### config.mk
export PLATFORM = sky130hd
export DESIGN_NAME = fl_mark_gen_flat
export DESIGN_NICKNAME = d
export VERILOG_FILES = /design/src/rtl/fl_mark_gen_if.sv /design/src/rtl/fl_mark_gen.sv /design/src/flat_wrapper.sv
export SDC_FILE = /design/constraint.sdc
export NUM_CORES = 1
export LEC_CHECK = 0
export BUFFER_PORTS_ARGS = -buffer_cell sky130_fd_sc_hd__buf_4
export CAP_MARGIN = 20
export CORE_MARGIN = 4
export CORE_UTILIZATION = 38
export DETAILED_ROUTE_END_ITERATION = 12
export MAX_ROUTING_LAYER = met4
export SETUP_SLACK_MARGIN = 0.5
export SLEW_MARGIN = 0
export SYNTH_ARGS = -nofsm -noshare
export SYNTH_HDL_FRONTEND = slang
export SYNTH_SLANG_ARGS = --single-unit
### constraint.sdc
create_clock -name clk -period 4.1 [get_ports clk]
set_input_delay 0.41 -clock clk [delete_from_list [all_inputs] [get_ports clk]]
set_output_delay 0.41 -clock clk [all_outputs]
set_load 0.02 [all_outputs]
### src/rtl/fl_mark_gen_if.sv
// fl_mark_gen_if: mark/queue/statistics bundle between fl_mark_gen (master) and its users (slave)
//   mark_o, mark_next_i        : mark value to the marker and its consume pulse
//   cfg_mode_i, cfg_step_i     : 0 = counter / 1 = queue, counter increment
//   wr_data_i, wr_en_i, wr_full_o : queue write port
//   cnt_clr_i, mark_cnt_o, underflow_cnt_o : statistics
interface fl_mark_gen_if #(parameter int MARK_SIZE = 4);
  logic [MARK_SIZE*8-1:0] mark_o;
  logic                   mark_next_i;
  logic                   cfg_mode_i;
  logic [7:0]             cfg_step_i;
  logic [MARK_SIZE*8-1:0] wr_data_i;
  logic                   wr_en_i;
  logic                   wr_full_o;
  logic                   cnt_clr_i;
  logic [31:0]            mark_cnt_o;
  logic [15:0]            underflow_cnt_o;
  modport master (
    output mark_o, wr_full_o, mark_cnt_o, underflow_cnt_o,
    input  mark_next_i, cfg_mode_i, cfg_step_i, wr_data_i, wr_en_i, cnt_clr_i
  );
  modport slave (
    input  mark_o, wr_full_o, mark_cnt_o, underflow_cnt_o,
    output mark_next_i, cfg_mode_i, cfg_step_i, wr_data_i, wr_en_i, cnt_clr_i
  );
endinterface

### src/rtl/fl_mark_gen.sv
// fl_mark_gen: registered mark source from a step counter or a write queue, with consume/underflow stats
//   clk, rst_n : clock, asynchronous active-low reset
//   bus        : fl_mark_gen_if master (mark output, mark_next, config, queue write, statistics)
module fl_mark_gen #(
  parameter int                     MARK_SIZE    = 4,
  parameter int                     FIFO_DEPTH   = 8,
  parameter logic [MARK_SIZE*8-1:0] SEQ_INIT     = '0,
  parameter logic [MARK_SIZE*8-1:0] DEFAULT_MARK = '1
) (
  input logic clk,
  input logic rst_n,
  fl_mark_gen_if.master bus
);
  localparam int MW = MARK_SIZE * 8;
  localparam int AW = $clog2(FIFO_DEPTH);
  localparam int OW = AW + 1;
  typedef enum logic {COUNT, QUEUE} state_t;
  state_t         state_q, state_d;
  logic [MW-1:0]  seq_q, seq_d, mark_q, mark_d, head_word;
  logic [MW-1:0]  mem_q [FIFO_DEPTH];
  logic [AW-1:0]  head_q, head_d, tail_q, tail_d;
  logic [OW-1:0]  occ_q, occ_d;
  logic [31:0]    mcnt_q, mcnt_d;
  logic [15:0]    ucnt_q, ucnt_d;
  logic           in_queue, empty, full, pop, push, under;
  always_comb begin
    in_queue = state_q == QUEUE;
    empty    = occ_q == '0;
    full     = occ_q == OW'(FIFO_DEPTH);
    pop      = in_queue && bus.mark_next_i && !empty;
    under    = in_queue && bus.mark_next_i && empty;
    push     = bus.wr_en_i && (!full || pop);
    // mode switches only take effect in a cycle without a consume
    state_d  = bus.mark_next_i ? state_q : (bus.cfg_mode_i ? QUEUE : COUNT);
    seq_d    = (!in_queue && bus.mark_next_i) ? seq_q + MW'(bus.cfg_step_i) : seq_q;
    head_d   = pop ? head_q + AW'(1) : head_q;
    tail_d   = push ? tail_q + AW'(1) : tail_q;
    occ_d    = occ_q + OW'(push) - OW'(pop);
    // the word written this cycle is the new head when it lands on the new head slot
    head_word = (push && tail_q == head_d) ? bus.wr_data_i : mem_q[head_d];
    mark_d   = state_d == COUNT ? seq_d : (occ_d == '0 ? DEFAULT_MARK : head_word);
    mcnt_d   = bus.cnt_clr_i ? '0 : mcnt_q + 32'(bus.mark_next_i);
    ucnt_d   = bus.cnt_clr_i ? '0 : (under && ucnt_q != '1) ? ucnt_q + 16'd1 : ucnt_q;
  end
  always_ff @(posedge clk or negedge rst_n) begin
    if (!rst_n) begin
      state_q <= COUNT;
      seq_q   <= SEQ_INIT;
      mark_q  <= SEQ_INIT;
      head_q  <= '0;
      tail_q  <= '0;
      occ_q   <= '0;
      mcnt_q  <= '0;
      ucnt_q  <= '0;
    end else begin
      state_q <= state_d;
      seq_q   <= seq_d;
      mark_q  <= mark_d;
      head_q  <= head_d;
      tail_q  <= tail_d;
      occ_q   <= occ_d;
      mcnt_q  <= mcnt_d;
      ucnt_q  <= ucnt_d;
    end
  end
  always_ff @(posedge clk) begin
    if (push) mem_q[tail_q] <= bus.wr_data_i;
  end
  assign bus.mark_o          = mark_q;
  assign bus.wr_full_o       = full;
  assign bus.mark_cnt_o      = mcnt_q;
  assign bus.underflow_cnt_o = ucnt_q;
endmodule

### src/flat_wrapper.sv
// flat-port wrapper written by rule: the top's interface ports become plain ports
module fl_mark_gen_flat 
#(
  parameter int                     MARK_SIZE    = 4,
  parameter int                     FIFO_DEPTH   = 8,
  parameter logic [MARK_SIZE*8-1:0] SEQ_INIT     = '0,
  parameter logic [MARK_SIZE*8-1:0] DEFAULT_MARK = '1
)
  (clk, rst_n, bus_mark_o, bus_wr_full_o, bus_mark_cnt_o, bus_underflow_cnt_o, bus_mark_next_i, bus_cfg_mode_i, bus_cfg_step_i, bus_wr_data_i, bus_wr_en_i, bus_cnt_clr_i);
  fl_mark_gen_if #(.MARK_SIZE(MARK_SIZE)) bus_i ();
  input logic clk;
  input logic rst_n;
  output wire logic [$bits(bus_i.mark_o)-1:0] bus_mark_o;
  output wire logic [$bits(bus_i.wr_full_o)-1:0] bus_wr_full_o;
  output wire logic [$bits(bus_i.mark_cnt_o)-1:0] bus_mark_cnt_o;
  output wire logic [$bits(bus_i.underflow_cnt_o)-1:0] bus_underflow_cnt_o;
  input wire logic [$bits(bus_i.mark_next_i)-1:0] bus_mark_next_i;
  input wire logic [$bits(bus_i.cfg_mode_i)-1:0] bus_cfg_mode_i;
  input wire logic [$bits(bus_i.cfg_step_i)-1:0] bus_cfg_step_i;
  input wire logic [$bits(bus_i.wr_data_i)-1:0] bus_wr_data_i;
  input wire logic [$bits(bus_i.wr_en_i)-1:0] bus_wr_en_i;
  input wire logic [$bits(bus_i.cnt_clr_i)-1:0] bus_cnt_clr_i;
  assign bus_mark_o = bus_i.mark_o;
  assign bus_wr_full_o = bus_i.wr_full_o;
  assign bus_mark_cnt_o = bus_i.mark_cnt_o;
  assign bus_underflow_cnt_o = bus_i.underflow_cnt_o;
  assign bus_i.mark_next_i = bus_mark_next_i;
  assign bus_i.cfg_mode_i = bus_cfg_mode_i;
  assign bus_i.cfg_step_i = bus_cfg_step_i;
  assign bus_i.wr_data_i = bus_wr_data_i;
  assign bus_i.wr_en_i = bus_wr_en_i;
  assign bus_i.cnt_clr_i = bus_cnt_clr_i;
  fl_mark_gen #(.MARK_SIZE(MARK_SIZE), .FIFO_DEPTH(FIFO_DEPTH), .SEQ_INIT(SEQ_INIT), .DEFAULT_MARK(DEFAULT_MARK)) u_core (.clk(clk), .rst_n(rst_n), .bus(bus_i));
endmodule
### Word-level counts from Yosys, hierarchy flattened

Memories as Yosys holds them, arrays and structs flattened.
Cells that the tools add are included.

| storage, ports and cells | value |
|---|---|
| RAM bits | 256 |
| output and inout port bits | 81 |
| register bits | 123 |
| bits of input ports | 46 |
| logic and storage cells | 45 |
| memories kept | 1 |

Memories:

| memory | depth | width | read ports | clocked after Yosys merged registers in | write ports | line | source |
|---|---|---|---|---|---|---|---|
| u_core.mem_q | 8 | 32 | 1 | 0 | 1 | fl_mark_gen.sv:20 | `logic [MW-1:0] mem_q [FIFO_DEPTH];` |

| cells by class | value |
|---|---|
| equality and inequality tests | 3 |
| muxes and demuxes | 12 |
| add/sub/neg operators | 7 |
| reduce and logical (&&, ||, !) cells | 14 |

Operators by type and width:

| operator | number |
|---|---|
| $mux W32 | 5 |
| $add A32 B1 Y32 | 1 |
| $add A32 B8 Y32 | 1 |
| $mux W16 | 2 |
| $add A16 B1 Y16 const B | 1 |
| $ne A16 B16 Y1 const B | 1 |
| $logic_not A4 Y1 | 2 |
| $logic_and A1 B1 Y1 | 7 |
| $add A3 B1 Y3 const B | 2 |
| $add A4 B1 Y4 | 1 |
| $eq A4 B4 Y1 const B | 1 |
| $mux W1 | 4 |
| $sub A4 B1 Y4 | 1 |
| $eq A3 B3 Y1 | 1 |
| $logic_not A1 Y1 | 3 |
| $mux W3 | 1 |
| $reduce_bool A2 Y1 | 1 |
| $logic_or A1 B1 Y1 | 1 |

### Logic depth before layout (Yosys ltp)

Gate-level depths: netlist of the first run.

| logic depth | value |
|---|---|
| depth in word-level cells | 10 |
| mapped depth | 15 |
| gate-level depth less buffers | 14 |

### Worst setup path before layout of the first run

OpenSTA, ideal clock, no wires.

| timing path | value |
|---|---|
| kind | reg-to-reg |
| start | register u_core.occ_q[2] |
| end | memory u_core.mem_q[0][0] in the netlist's numbering, enable pin |
| library setup time | 0.501 ns |
| path slack | -0.520 ns |
| cell stages (with the launch flop) | 7 |
| data required time | 3.599 ns |
| arrival time | 4.119 ns |
| period minus slack after synthesis | 4.620 ns |
| path buffers | 0 |
| cells stage by stage | dfrtp_1 inv_1 ha_1 nor3b_1 o21ai_0 nand2_1 nor4_1 |

| on the way | value |
|---|---|
| elaborated cells between the ends (all ways) | 9 |
| those cells by class | eq/ne (1); mux (2); reduce/logical (6) |

RTL lines:

| element | line | source |
|---|---|---|
| from (decl) | fl_mark_gen.sv:22 | `logic [OW-1:0] occ_q, occ_d;` |
| from (signal assigned) | fl_mark_gen.sv:52 | `occ_q <= '0;` |
| from (signal assigned) | fl_mark_gen.sv:61 | `occ_q <= occ_d;` |
| $eq A4 B4 Y1 | fl_mark_gen.sv:29 | `full = occ_q == OW'(FIFO_DEPTH);` |
| net bus_wr_full_o | flat_wrapper.sv:14 | `output wire logic [$bits(bus_i.wr_full_o)-1:0] bus_wr_full_o;` |
| $logic_not A1 Y1 | fl_mark_gen.sv:32 | `push = bus.wr_en_i && (!full \|\| pop);` |
| $logic_or A1 B1 Y1 | fl_mark_gen.sv:32 |  |
| $logic_and A1 B1 Y1 | fl_mark_gen.sv:32 |  |
| $mux W1 | fl_mark_gen.sv:67 | `if (push) mem_q[tail_q] <= bus.wr_data_i;` |
| $mux W1 (not written as such) | fl_mark_gen.sv:67 |  |
| to (decl) | fl_mark_gen.sv:20 |  |

The timed path passes the listed nets, and every way through them passes these cells.

### Final worst setup path of the first run

| timing path | value |
|---|---|
| start | register u_core.occ_q[2] |
| end | register u_core.mark_q[4], in the netlist u_core.bus.mark_o[4] |

| on the way | value |
|---|---|
| longest elaborated chain between the ends | 10 |
| elaborated cells between the ends (all ways) | 17 |
| those cells by class | add/sub (2); eq/ne (2); mux (4); reduce/logical (8); memory (1) |

Ends and longest elaborated chain:

| element | line | source |
|---|---|---|
| $logic_not A4 Y1 | fl_mark_gen.sv:28 | `empty = occ_q == '0;` |
| $logic_not A1 Y1 | fl_mark_gen.sv:30 | `pop = in_queue && bus.mark_next_i && !empty;` |
| $logic_and A1 B1 Y1 | fl_mark_gen.sv:30 |  |
| $logic_or A1 B1 Y1 | fl_mark_gen.sv:32 |  |
| $logic_and A1 B1 Y1 | fl_mark_gen.sv:32 |  |
| $add A4 B1 Y4 | fl_mark_gen.sv:38 | `occ_d = occ_q + OW'(push) - OW'(pop);` |
| $sub A4 B1 Y4 | fl_mark_gen.sv:38 |  |
| $logic_not A4 Y1 | fl_mark_gen.sv:41 | `mark_d = state_d == COUNT ? seq_d : (occ_d == '0 ? DEFAULT_MARK : head_word);` |
| $mux W32 (*) (2 in a row) | fl_mark_gen.sv:41 |  |
| net u_core.mark_d[4] | fl_mark_gen.sv:19 | `logic [MW-1:0] seq_q, seq_d, mark_q, mark_d, head_word;` |
| to (signal assigned) | fl_mark_gen.sv:58 | `mark_q <= mark_d;` |
| to (decl) | fl_mark_gen.sv:19 |  |

The timed path passes the listed nets; every way through them passes the cells marked *.
A chain may end at the register's enable or synchronous reset.

==> metrics.md, run 1 <==
| Metric | Value |
|---|---|
| Worst-path clk slew | 0.06 ns |
| Max H-tree Level | 2 |
| Slew HR | ~27% |
| CP endpoint kind | register |
| Highest clock rate | 301 MHz |
| Post-synthesis sequential area ratio | 67.1% |
| Die height | between 200 and 250 µm |
| Top_reg_cell synth | edfxtp_1 |
| Die Span X | 213 µm |
| Register bit count reported by yosys | 379 |
| Post-synth cell types | 56 |
| Per-cell routed wire length | ~21 µm |
| Via count | 9437 |
| Max rail drop VDD | 0.000532 V |
| Vias in the first global route | 9578 |
| Fraction of layout cells with a size suffix above 1 | between 20% and 30% |
| CP max FO | 85 |
| Crit path launch type | register |
| Multi-input gate area | 4840 µm² |
| Int Pwr | 8.45 mW |
| Final hold vios | 21 |
| Clock power share | 29.1% |
| Status | finished with violations |
| CP required | approximately 4.5 ns |
| Initial core utilization | 38.3% |
| Placer Congestion | roughly 0.80 |
| Area grow syn2layout | 19.1% |
| Synthesized area | 16000 µm² |
| Tot GR Track Use | 16.8% |
| Full die area | 45600 µm² |
| Antenna violations before repair | 0 |
| HP Class | input pin to async pin |
| Nets | 1288 |
| Cts bufs inserted | 41 |
| CP Class | register to register |
| Clock Sinks | 379 |
| Row cnt | 75 |
| Final worst-path cycle share | 80.9% |
| Hold slack | -0.0659 ns |
| Async set or reset register ratio after synthesis | between 30 and 40% |
| Clock skew | 0.0162 ns |
| Core ar. | 41900 µm² |
| EDFF count, synth | approximately 260 |
| Highest-count cells in the layout ignoring fill and taps | edfxtp_1 (256), buf_4 (153), dfrtp_1 (123) |
| Cell count after synthesis | 1067 |
| Via density per instance | about 5.3 |
| # fillers | ~3700 |
| Setup TNS | 0 ns |
| P_leak | 7.53 nW |
| Comb pwr share | 29.8% |
| Final HPWL DP | 22.8 mm |
| First-pass GRT wire length | 57.6 mm |
| Arr. time, crit path | 3.70 ns |
| Mean instance size in the synthesized netlist | 15.0 µm² |
| Most common cell after layout, fill and taps aside | edfxtp_1 |
| Largest net degree at the start of global routing | 94 |
| Clock Tree Root | clkbuf_16 |
| Max Cap Viol | 0 |
| Pwr/cell area | 644 nW/µm² |
| CTS tree | built |
| CTS max path bufs | 3 |
| Worst-Margin Slew | 1.09 ns |
| Clock latency on the worst-skew pair | approximately 0.54 ns |
| Final setup violation count | 0 |
| Sw power | 3.85 mW |
| Register area | 10800 µm² |
| RSZ-0062 raised after global routing | false |
| Final Max Tran Viols | 0 |
| Antenna diodes | 0 |
| DRC Markers | 0 |
| Final Total Pwr | between 10 and 15 mW |
| IO Pins | approximately 130 |
| Antenna-violating nets left | 0 |
| Syn nets | approximately 1100 |
| Violated checks | hold timing |
| Routed wire length | 37.4 mm |
| DR iter-0 viols | 736 |
| Switch share | 31.3% |
| CTS Hold Buffers Added | 0 |
| Gr ovfl total | 0 |
| Number of port buffers | 126 |
| Min Tclk post-route | 3.32 ns |
| Warnings, synthesis | 0 |
| Detailed Routing Iterations Pass 1 | 7 |
| Flop pwr share | 41.1% |
critical path: stages (launching register included):
cell and delay (ns):
dfrtp_1 0.36, inv_1 0.11, ha_1 0.21, or3b_1 0.52
a211oi_4 0.34, buf_12 0.52, mux4_2 0.60, mux2i_1 0.22
a222oi_1 0.12
power groups by stage:
stage | sequential [mW] | combinational [mW] | clock (mW)
floorplan | 5.14 | 2.45 | 0
global placement | 5.11 | 3.65 | 0
detailed placement | 5.14 | 3.68 | 0
CTS | 5.07 | 3.70 | 3.68
global route | 5.12 | 4.01 | 3.84
finish | 5.06 | 3.66 | 3.58
cells by family (layout without fill, tap and decap cells):
| logic type | after synthesis | in the layout | synth area share, % |
|---|---|---|---|
| adders and majority gates | 21 | 21 | 1.73 |
| muxes | 110 | 110 | 10.3 |
| xor gates and xnor gates | 75 | 75 | 4.30 |
| AOI/OAI and AO/OA | 124 | 124 | 5.99 |
| DFF | 379 | 379 | 67.1 |
| and+or+nand+nor | 236 | 236 | 7.34 |
| buffers and inverters | 122 | 307 | 3.21 |
registers in the layout, summed over array words and instances (netlist names):
register and flops:
u_core.mem_q 256, u_core.bus.mark_cnt_o 32, u_core.bus.mark_o 32, u_core.seq_q 32
u_core.bus.underflow_cnt_o 16, u_core.occ_q 4, u_core.head_q 3, u_core.tail_q 3
u_core.in_queue 1
synth_stat cells (4+ instances only):
| cell type | count | share of area [%] |
|---|---|---|
| a22oi_1 | 10 | 0.47 |
| nand3_1 | 27 | 0.84 |
| a311oi_1 | 10 | 0.55 |
| buf_2 | 13 | 0.41 |
| or3_1 | 7 | 0.27 |
| a221oi_1 | 19 | 1.0 |
| a222oi_1 | 13 | 0.81 |
| nor2_1 | 62 | 1.5 |
| and3_1 | 16 | 0.62 |
| mux2i_1 | 66 | 4.1 |
| ha_1 | 19 | 1.5 |
| o2111ai_1 | 11 | 0.60 |
| dfrtp_1 | 123 | 19 |
| edfxtp_1 | 256 | 48 |
| and2_1 | 7 | 0.27 |
| and4_1 | 11 | 0.60 |
| nand4_1 | 15 | 0.59 |
| a21oi_1 | 21 | 0.66 |
| nand2_1 | 58 | 1.4 |
| clkbuf_1 | 23 | 0.54 |
| a211oi_1 | 4 | 0.19 |
| o21ai_0 | 8 | 0.25 |
| nor2b_1 | 7 | 0.27 |
| xor2_1 | 38 | 2.1 |
| buf_4 | 5 | 0.23 |
| nor3_1 | 10 | 0.31 |
| inv_1 | 74 | 1.7 |
| xnor2_1 | 35 | 1.9 |
| mux4_2 | 44 | 6.2 |
| a2111oi_0 | 4 | 0.22 |
| a21o_1 | 9 | 0.42 |
| o21ai_1 | 4 | 0.12 |
layout make-up:
class	instances	area share, %
clock buffer	62	6.21
timing repair buffer	158	6.45
sequential	379	56.4
multi-input combinational	566	25.4
clock inverter	12	0.629
tap	539	3.53
inverter	75	1.47
metal layers:
metal  part of all wire [%]  track usage, %  wire length (µm)  vias up
li1                       -               -                 -     4333
met5                      0               -                 0        -
met1                     46            23.8             17300     4786
met4                    1.9            3.93               699        0
met2                     47            26.1             17500      261
met3                    5.0            2.53              1880       57
through the flow:
step	util, %	hold WS, ns	std cells	cell area (µm²)	setup WS [ns]
after floorplan	-	0.114	1067	16000	0.319
after global placement	42.3	0.493	1710	17700	0.428
after detailed placement	42.3	0.490	1710	17700	0.299
after CTS	45.5	0.00349	1784	19000	0.511
after global routing	45.6	0.0229	1791	19100	0.516
final	45.6	-0.0659	1791	19100	0.781
what timing repair did:
action                                  in CTS  in global routing
resized for setup                            1                  3
setup buffers                                0                  7
pin swaps                                    0                  1
endpoints found under the setup margin      21                 31
worst paths after layout:
| kind | start | endpoint | slack (ns) | depth (start not counted) |
|---|---|---|---|---|
| worst max-delay path | u_core.occ_q[2] | u_core.bus.mark_o[4] | 0.78 | 8 |
| max in group asynchronous | rst_n | u_core.bus.mark_cnt_o[21] | 3.19 | 2 |
| min in group clk | bus_wr_data_i[30] | u_core.mem_q[0][30] | 0.11 | 1 |
| worst min register to register | u_core.seq_q[18] | u_core.seq_q[18] | 0.51 | 1 |
| worst max register to register | u_core.occ_q[2] | u_core.bus.mark_o[4] | 0.78 | 8 |
| worst min-delay path | rst_n | u_core.bus.underflow_cnt_o[2] | -0.07 | 1 |
(Power assumes the default switching activity.)
==> run 2: changes to the inputs <==
- ABC_AREA: unset -> 1
- clock period: 4.1 -> 2.8 ns (I/O delays scaled with it)
==> metrics.md, run 2 <==
| Metric | Value |
|---|---|
| Status | finished, final reports clean |
| Pwr/cell area | 957 nW/µm² |
| CTS tree | built |
| Switch share | around two fifths |
| Mean instance size in the synthesized netlist | 9.02 µm² |
| Int Pwr | 13.2 mW |
| Syn nets | around 2100 |
| Clock latency on the worst-skew pair | 0.57 ns |
| Crit-path cells | inv_2, ha_4, nand2_8, nand2_8, inv_4, ha_4, inv_2, ha_4, inv_2, fa_2, inv_2, nor3_2, nand2_1, nand2_4, buf_12, inv_12, nand2_1, inv_1, a21oi_2 |
| DR iter-0 viols | 1226 |
| IO Pins | 127 |
| Most flops, register | u_core.mem_q |
| Routed wire length | about 52 mm |
| Final worst-path cycle share | 96.8% |
| Max H-tree Level | 2 |
| P_leak | 9.99 nW |
| Arr. time, crit path | about 3.2 ns |
| Clock Tree Root | clkbuf_16 |
| Hold slack | 0.0998 ns |
| Antenna-violating nets left | 0 |
| Area grow syn2layout | 22.0% |
| Vias in the first global route | 14132 |
| Post-DP Area | 20300 µm² |
| Flop pwr share | around a third |
| Nets | around 2300 |
| Clock power share | 26.4% |
| Synth top cells by count | nand2_1 (451), inv_1 (388), nand3_1 (325) |
| Post-synth top area cell | edfxtp_1 |
| Slew HR | a little under half |
| Tot GR Track Use | 20.1% |
| CP endpoint kind | register |
| CTS max path bufs | 3 |
| Clock skew | approximately 0.016 ns |
| Gr ovfl total | 0 |
| Core ar. | 47700 µm² |
| Multi-input gate area | just over 6000 µm² |
| Most common cell after layout, fill and taps aside | nand2_1 |
| CP most frequent cell | inv_2 |
| CP Class | register to register |
| Worst path slowest cell | fa_2 |
| Via count | 14489 |
| Post-synth cell types | a little over 40 |
| Sw power | 8.31 mW |
| Row cnt | 80 |
| Full die area | 52000 µm² |
| Detailed Routing Iterations Pass 1 | 5 |
| Grt peak-use layer | met2 |
| Register area | 10800 µm² |
| Synth top area cells | edfxtp_1 (42%), dfrtp_1 (17%), nand2_1 (9.2%) |
| Clock Sinks | 379 |
| Final setup violation count | 0 |
| Worst-Margin Slew | 0.818 ns |
| HP Class | input pin to register |
| GR Layer Usage met1 | 25.8% |
| Per-cell routed wire length | 18.2 µm |
| Grt met3 use | 4.82% |
| Worst-path clk slew | roughly 0.060 ns |
| Max Cap Viol | 0 |
| Fraction of layout cells with a size suffix above 1 | 15.0% |
| M2 GR Usage | between 30% and 40% |
| Final worst slack | 0.0894 ns |
| Worst slack, placed | -0.245 ns |
| CP max FO | 16 |
| Comb pwr share | 39.0% |
| Final hold vios | 0 |
| Highest clock rate | approximately 370 MHz |
| Die height | 228 µm |
| Post-synthesis sequential area ratio | 58.5% |
| Count leader, synth | nand2_1 |
| Crit path launch type | register |
| Antenna violations before repair | 3 |
| Via density per instance | 5.06 |
| Placer Congestion | ~0.9 |
| Warnings, synthesis | 0 |
| CP required | 3.29 ns |
| Register bit count reported by yosys | 379 |
| Top_reg_cell synth | edfxtp_1 |
| Die Span X | 228 µm |
| DRC Markers | 0 |
| RSZ-0062 raised after global routing | true |
| First-pass GRT wire length | 80.2 mm |
| Initial core utilization | 38.5% |
| Largest register FFs | 256 |
| Number of port buffers | 126 |
| Async set or reset register ratio after synthesis | 32.5% |
| # fillers | 4439 |
| Cells after DPL | 2739 |
| Layout Utilization | 47.0% |
| Highest-count cells in the layout ignoring fill and taps | nand2_1 (433), inv_1 (376), nand3_1 (324) |
| Cell count after synthesis | 2040 |
| Largest net degree at the start of global routing | 124 |
| Synthesized area | 18400 µm² |
| Final HPWL DP | 31.9 mm |
| CP peak stage delay | ~0.53 ns |
| Min Tclk post-route | 2.71 ns |
| Yosys top cell area share | 41.8% |
| Cts bufs inserted | 43 |
| Fin cells | 2865 |
| Fin area | 22400 µm² |
| Final Max Tran Viols | 0 |
| Max rail drop VDD | a little over 0.0007 V |
| EDFF count, synth | 256 |
-- run 2: changes by cell type after synthesis, sizes merged, moves of 37 or more --
cell	previous run	this run
nor2	62	148
nand4	15	52
nand2	58	463
inv	75	388
mux4	44	0
mux2i	66	0
nand3	27	329
-- run 2: area by class of cell --
class	instances	share of cell area, %
Antenna cell	3	0.0335
Clock buffer	65	5.44
Clock inverter	14	0.870
Inverter	389	6.60
Multi-Input combinational cell	1195	27.3
Sequential cell	379	48.0
Tap cell	615	3.43
Timing Repair Buffer	203	8.18
Timing Repair inverter	2	0.145
-- run 2: worst max-delay path, delay by kind of cell (launching register included) --
kind | cells | cell delay [ns]
compound gates | 1 | 0.10
fa+ha+maj | 4 | 1.01
buf+inv | 8 | 0.52
flops | 1 | 0.40
simple gates | 6 | 0.60
-- run 2: final timing paths --
path	start	to	slack [ns]	cells past startpoint
max	u_core.occ_q[3]	u_core.bus.mark_o[4]	0.09	19
min	bus_cnt_clr_i	u_core.bus.mark_cnt_o[12]	0.1	2
max reg2reg	u_core.occ_q[3]	u_core.bus.mark_o[4]	0.09	19
min reg2reg	u_core.seq_q[14]	u_core.seq_q[14]	0.49	1
max in group asynchronous	rst_n	u_core.bus.mark_o[7]	1.77	3
min in group asynchronous	rst_n	u_core.bus.underflow_cnt_o[10]	0.28	2
-- run 2: metrics by stage --
stage                     total power [mW]  setup TNS [ns]
after floorplan                       12.5               0
after global placement                15.1           -2.00
after detailed placement              15.3           -5.22
after CTS                             21.5               0
after global routing                  22.7          -0.667
final                                 21.5               0
-- run 2: repair_timing --
item | CTS | global route
cloned | 2 | 0
pin swaps | 10 | 7
gates resized for setup | 37 | 41
setup endpoints to repair | 86 | 52
hold buffers | 33 | 0
hold endpoints to repair | 314 | 0
buffers inserted | 5 | 4
-- run 2: power by group through the flow --
stage                     Combinational (mW)  Clock, mW  Sequential, mW
after floorplan                         4.84          0            7.68
after detailed placement                7.74          0            7.54
after global routing                    9.19       6.01            7.51
after global placement                  7.60          0            7.54
final                                   8.37       5.67            7.44
after CTS                               8.21       5.80            7.44
-- run 2: cell families (layout without fill, tap and decap cells) --
kind of cell             count (synthesis)  in the layout  share of synthesized area (%)
AND/OR/NAND/NOR                       1047           1047                           25.6
other                                    0              3                              0
adder cells (fa/ha/maj)                 21             21                           1.51
flip-flops                             379            379                           58.5
XOR/XNOR                                33             33                           1.57
buffers and inverters                  466            673                           10.0
AO/OA/AOI/OAI                           94             94                           2.77
-- run 2: routing by layer --
layer	part of all wire [%]	wire (µm)
met2	47	24300
met4	2.8	1460
met1	43	22500
met3	7.3	3790
met5	0	0
==> run 3: changes to the inputs <==
--- a/config.mk
+++ b/config.mk
@@ -9,3 +9,2 @@
 export BUFFER_PORTS_ARGS = -buffer_cell sky130_fd_sc_hd__buf_4
-export CAP_MARGIN = 20
 export CORE_MARGIN = 4
--- a/constraint.sdc
+++ b/constraint.sdc
@@ -3,2 +3,2 @@
 set_output_delay 0.28 -clock clk [all_outputs]
-set_load 0.02 [all_outputs]
+set_load 0.005 [all_outputs]
==> metrics.md, run 3 (synthesis gave the netlist of run 2 again) <==
| Metric | Value |
|---|---|
| Worst R2R End | u_core.bus.mark_o[0] |
| Detailed Routing Iterations Pass 1 | 5 |
| Max Cap Viol | 0 |
| Worst path slowest cell | fa_2 |
| Launch point of the worst reg-to-reg path | u_core.occ_q[3] |
| Gr ovfl total | 0 |
| Arr. time, crit path | 3.18 ns |
| Die height | 228 µm |
| Via density per instance | around 5 |
| Clock skew | 0.0143 ns |
| Pwr/cell area | 936 nW/µm² |
| Die Span X | between 200 and 250 µm |
| Clock Tree Root | clkbuf_16 |
| IO Pins | 127 |
| DRC Markers | 0 |
| Tot GR Track Use | 19.9% |
| CP endpoint kind | register |
| Worst setup path end | u_core.bus.mark_o[0] |
| Placer Congestion | 0.897 |
| Area grow syn2layout | 22.1% |
| CP max FO | 8 |
| Per-cell routed wire length | between 15 and 20 µm |
| Slew HR | between 40 and 50% |
| Row cnt | 80 |
| Most common cell after layout, fill and taps aside | nand2_1 |
| Cts bufs inserted | 42 |
| Worst-path clk slew | 0.06 ns |
| CTS max path bufs | 3 |
| Worst slack, placed | -0.189 ns |
| FF-to-FF setup slack | 0.11 ns |
| Switch share | around 38% |
| CP peak stage delay | 0.52 ns |
| Largest register FFs | 256 |
| CP Class | register to register |
| Clock Sinks | 379 |
| Largest net degree at the start of global routing | 64 |
| Final worst-path cycle share | 96.1% |
| Initial core utilization | 38.5% |
| Max H-tree Level | 2 |
| CP required | ~3.3 ns |
| Final hold vios | 0 |
| Setup TNS | 0 ns |
| Nets | 2290 |
| Number of port buffers | 126 |
| RSZ-0062 raised after global routing | true |
| Highest clock rate | 371 MHz |
| Layout Utilization | a little under half |
| DR iter-0 viols | between 1000 and 1500 |
| Status | finished, final reports clean |
| FF-to-FF path depth | 19 |
| First-pass GRT wire length | 79.9 mm |
| Final HPWL DP | 32.8 mm |
| Clock latency on the worst-skew pair | between 0.5 and 0.6 ns |
| Vias in the first global route | about 14000 |
| Crit path from | u_core.occ_q[3] |
| Highest-count cells in the layout ignoring fill and taps | nand2_1 (430), inv_1 (370), nand3_1 (325) |
| Comb pwr share | 38.8% |
| Max rail drop VDD | 0.000523 V |
| Most flops, register | u_core.mem_q |
| Fraction of layout cells with a size suffix above 1 | between 10% and 20% |
| Antenna violations before repair | 0 |
| Hold Crit Start | bus_cfg_step_i[0] |
| Final worst slack | 0.108 ns |
| Crit path launch type | register |
| P_leak | 10.0 nW |
| CP most frequent cell | inv_2 |
| CTS tree | built |
| HP Class | input pin to register |
| Final setup violation count | 0 |
| Hold slack | 0.0691 ns |
| Clock power share | 25.8% |
| Antenna diodes | 0 |
| Full die area | 52000 µm² |
| Worst-Margin Slew | roughly 0.76 ns |
| Flop pwr share | 35.3% |
| Int Pwr | around 13 mW |
| Final Max Tran Viols | 0 |
| Crit-path cells | inv_2, ha_4, nand2_8, nand2_8, inv_4, ha_4, inv_2, ha_4, inv_2, fa_2, inv_2, nor3_2, nand2_1, nand2_4, buf_12, inv_16, nand2_4, inv_2, a21oi_2 |
| Sw power | just over 8 mW |
| Min Tclk post-route | 2.69 ns |
| Routed wire length | 51.9 mm |
| Antenna-violating nets left | 0 |
| Via count | 14480 |
| # fillers | 4439 |
| Core ar. | 47700 µm² |
[run 3: cell types whose count changed in the layout (fill, tap and decap cells not counted), sizes merged]
cell and change:
buf +10, diode -3, inv -1, clkbuf -1, nand3 +1, clkinvlp -2
clkinv +6, bufinv -3
[run 3: layer usage]
layer | wire length, µm | global-route usage [%] | vias up | share of wire (%)
met5 | 0 | - | - | 0
met1 | 22700 | 26.2 | 6933 | 44
met3 | 3640 | 3.88 | 98 | 7.0
met4 | 1320 | 5.74 | 0 | 2.5
met2 | 24200 | 31.7 | 471 | 47
li1 | - | - | 6978 | -
[run 3: stage by stage]
step,area [µm²],instances,power (mW)
2_1_floorplan,18500,2040,12.2
3_3_place_gp,20400,2749,14.8
3_5_place_dp,20400,2749,15.0
4_1_cts,22200,2866,20.8
5_1_grt,22500,2872,22.2
6_report,22500,2872,21.0
[run 3: worst max-delay path, delay by kind of cell, from the launching register on]
family,cells,cell delay [ns]
AOI/OAI and AO/OA,1,0.13
DFF,1,0.39
buffers and inverters,8,0.50
and+or+nand+nor,6,0.58
adders and majority gates,4,0.99
[run 3: final cells by class]
| type | count | area [µm²] | share of cell area (%) |
|---|---|---|---|
| clock buffers | 64 | 1240 | 5.54 |
| multi-input cells | 1196 | 6150 | 27.4 |
| flip-flops and latches | 379 | 10800 | 47.9 |
| clock inverters | 14 | 121 | 0.540 |
| repair inverters | 2 | 31.3 | 0.139 |
| repair buffers | 213 | 1900 | 8.47 |
| well taps | 615 | 769 | 3.43 |
| inverters | 389 | 1480 | 6.59 |
[run 3: power groups by stage]
stage,sequential [mW],clock (mW),combinational [mW]
2_1_floorplan,7.40,0,4.83
6_report,7.43,5.43,8.16
5_1_grt,7.50,5.78,8.93
4_1_cts,7.44,5.56,7.80
3_5_place_dp,7.54,0,7.46
3_3_place_gp,7.53,0,7.32
[run 3: how the worst min path moves through the flow]
stage	slack [ns]	cells after the start	to
floorplan	-0.02	0	u_core.bus.mark_cnt_o[0]
global placement	0.32	1	u_core.bus.underflow_cnt_o[7]
detailed placement	0.33	1	u_core.bus.underflow_cnt_o[8]
CTS	0.04	4	u_core.seq_q[0]
global route	0.08	4	u_core.seq_q[0]
finish	0.07	4	u_core.seq_q[0]
[run 3: timing repair]
item                                   in CTS  in global routing
resized for setup                          24                 62
hold buffers                               33                  0
setup endpoints to repair                  60                126
gates cloned                                2                  1
pin swaps                                   8                  8
endpoints found under the hold margin     317                  0
setup buffers                               4                  5
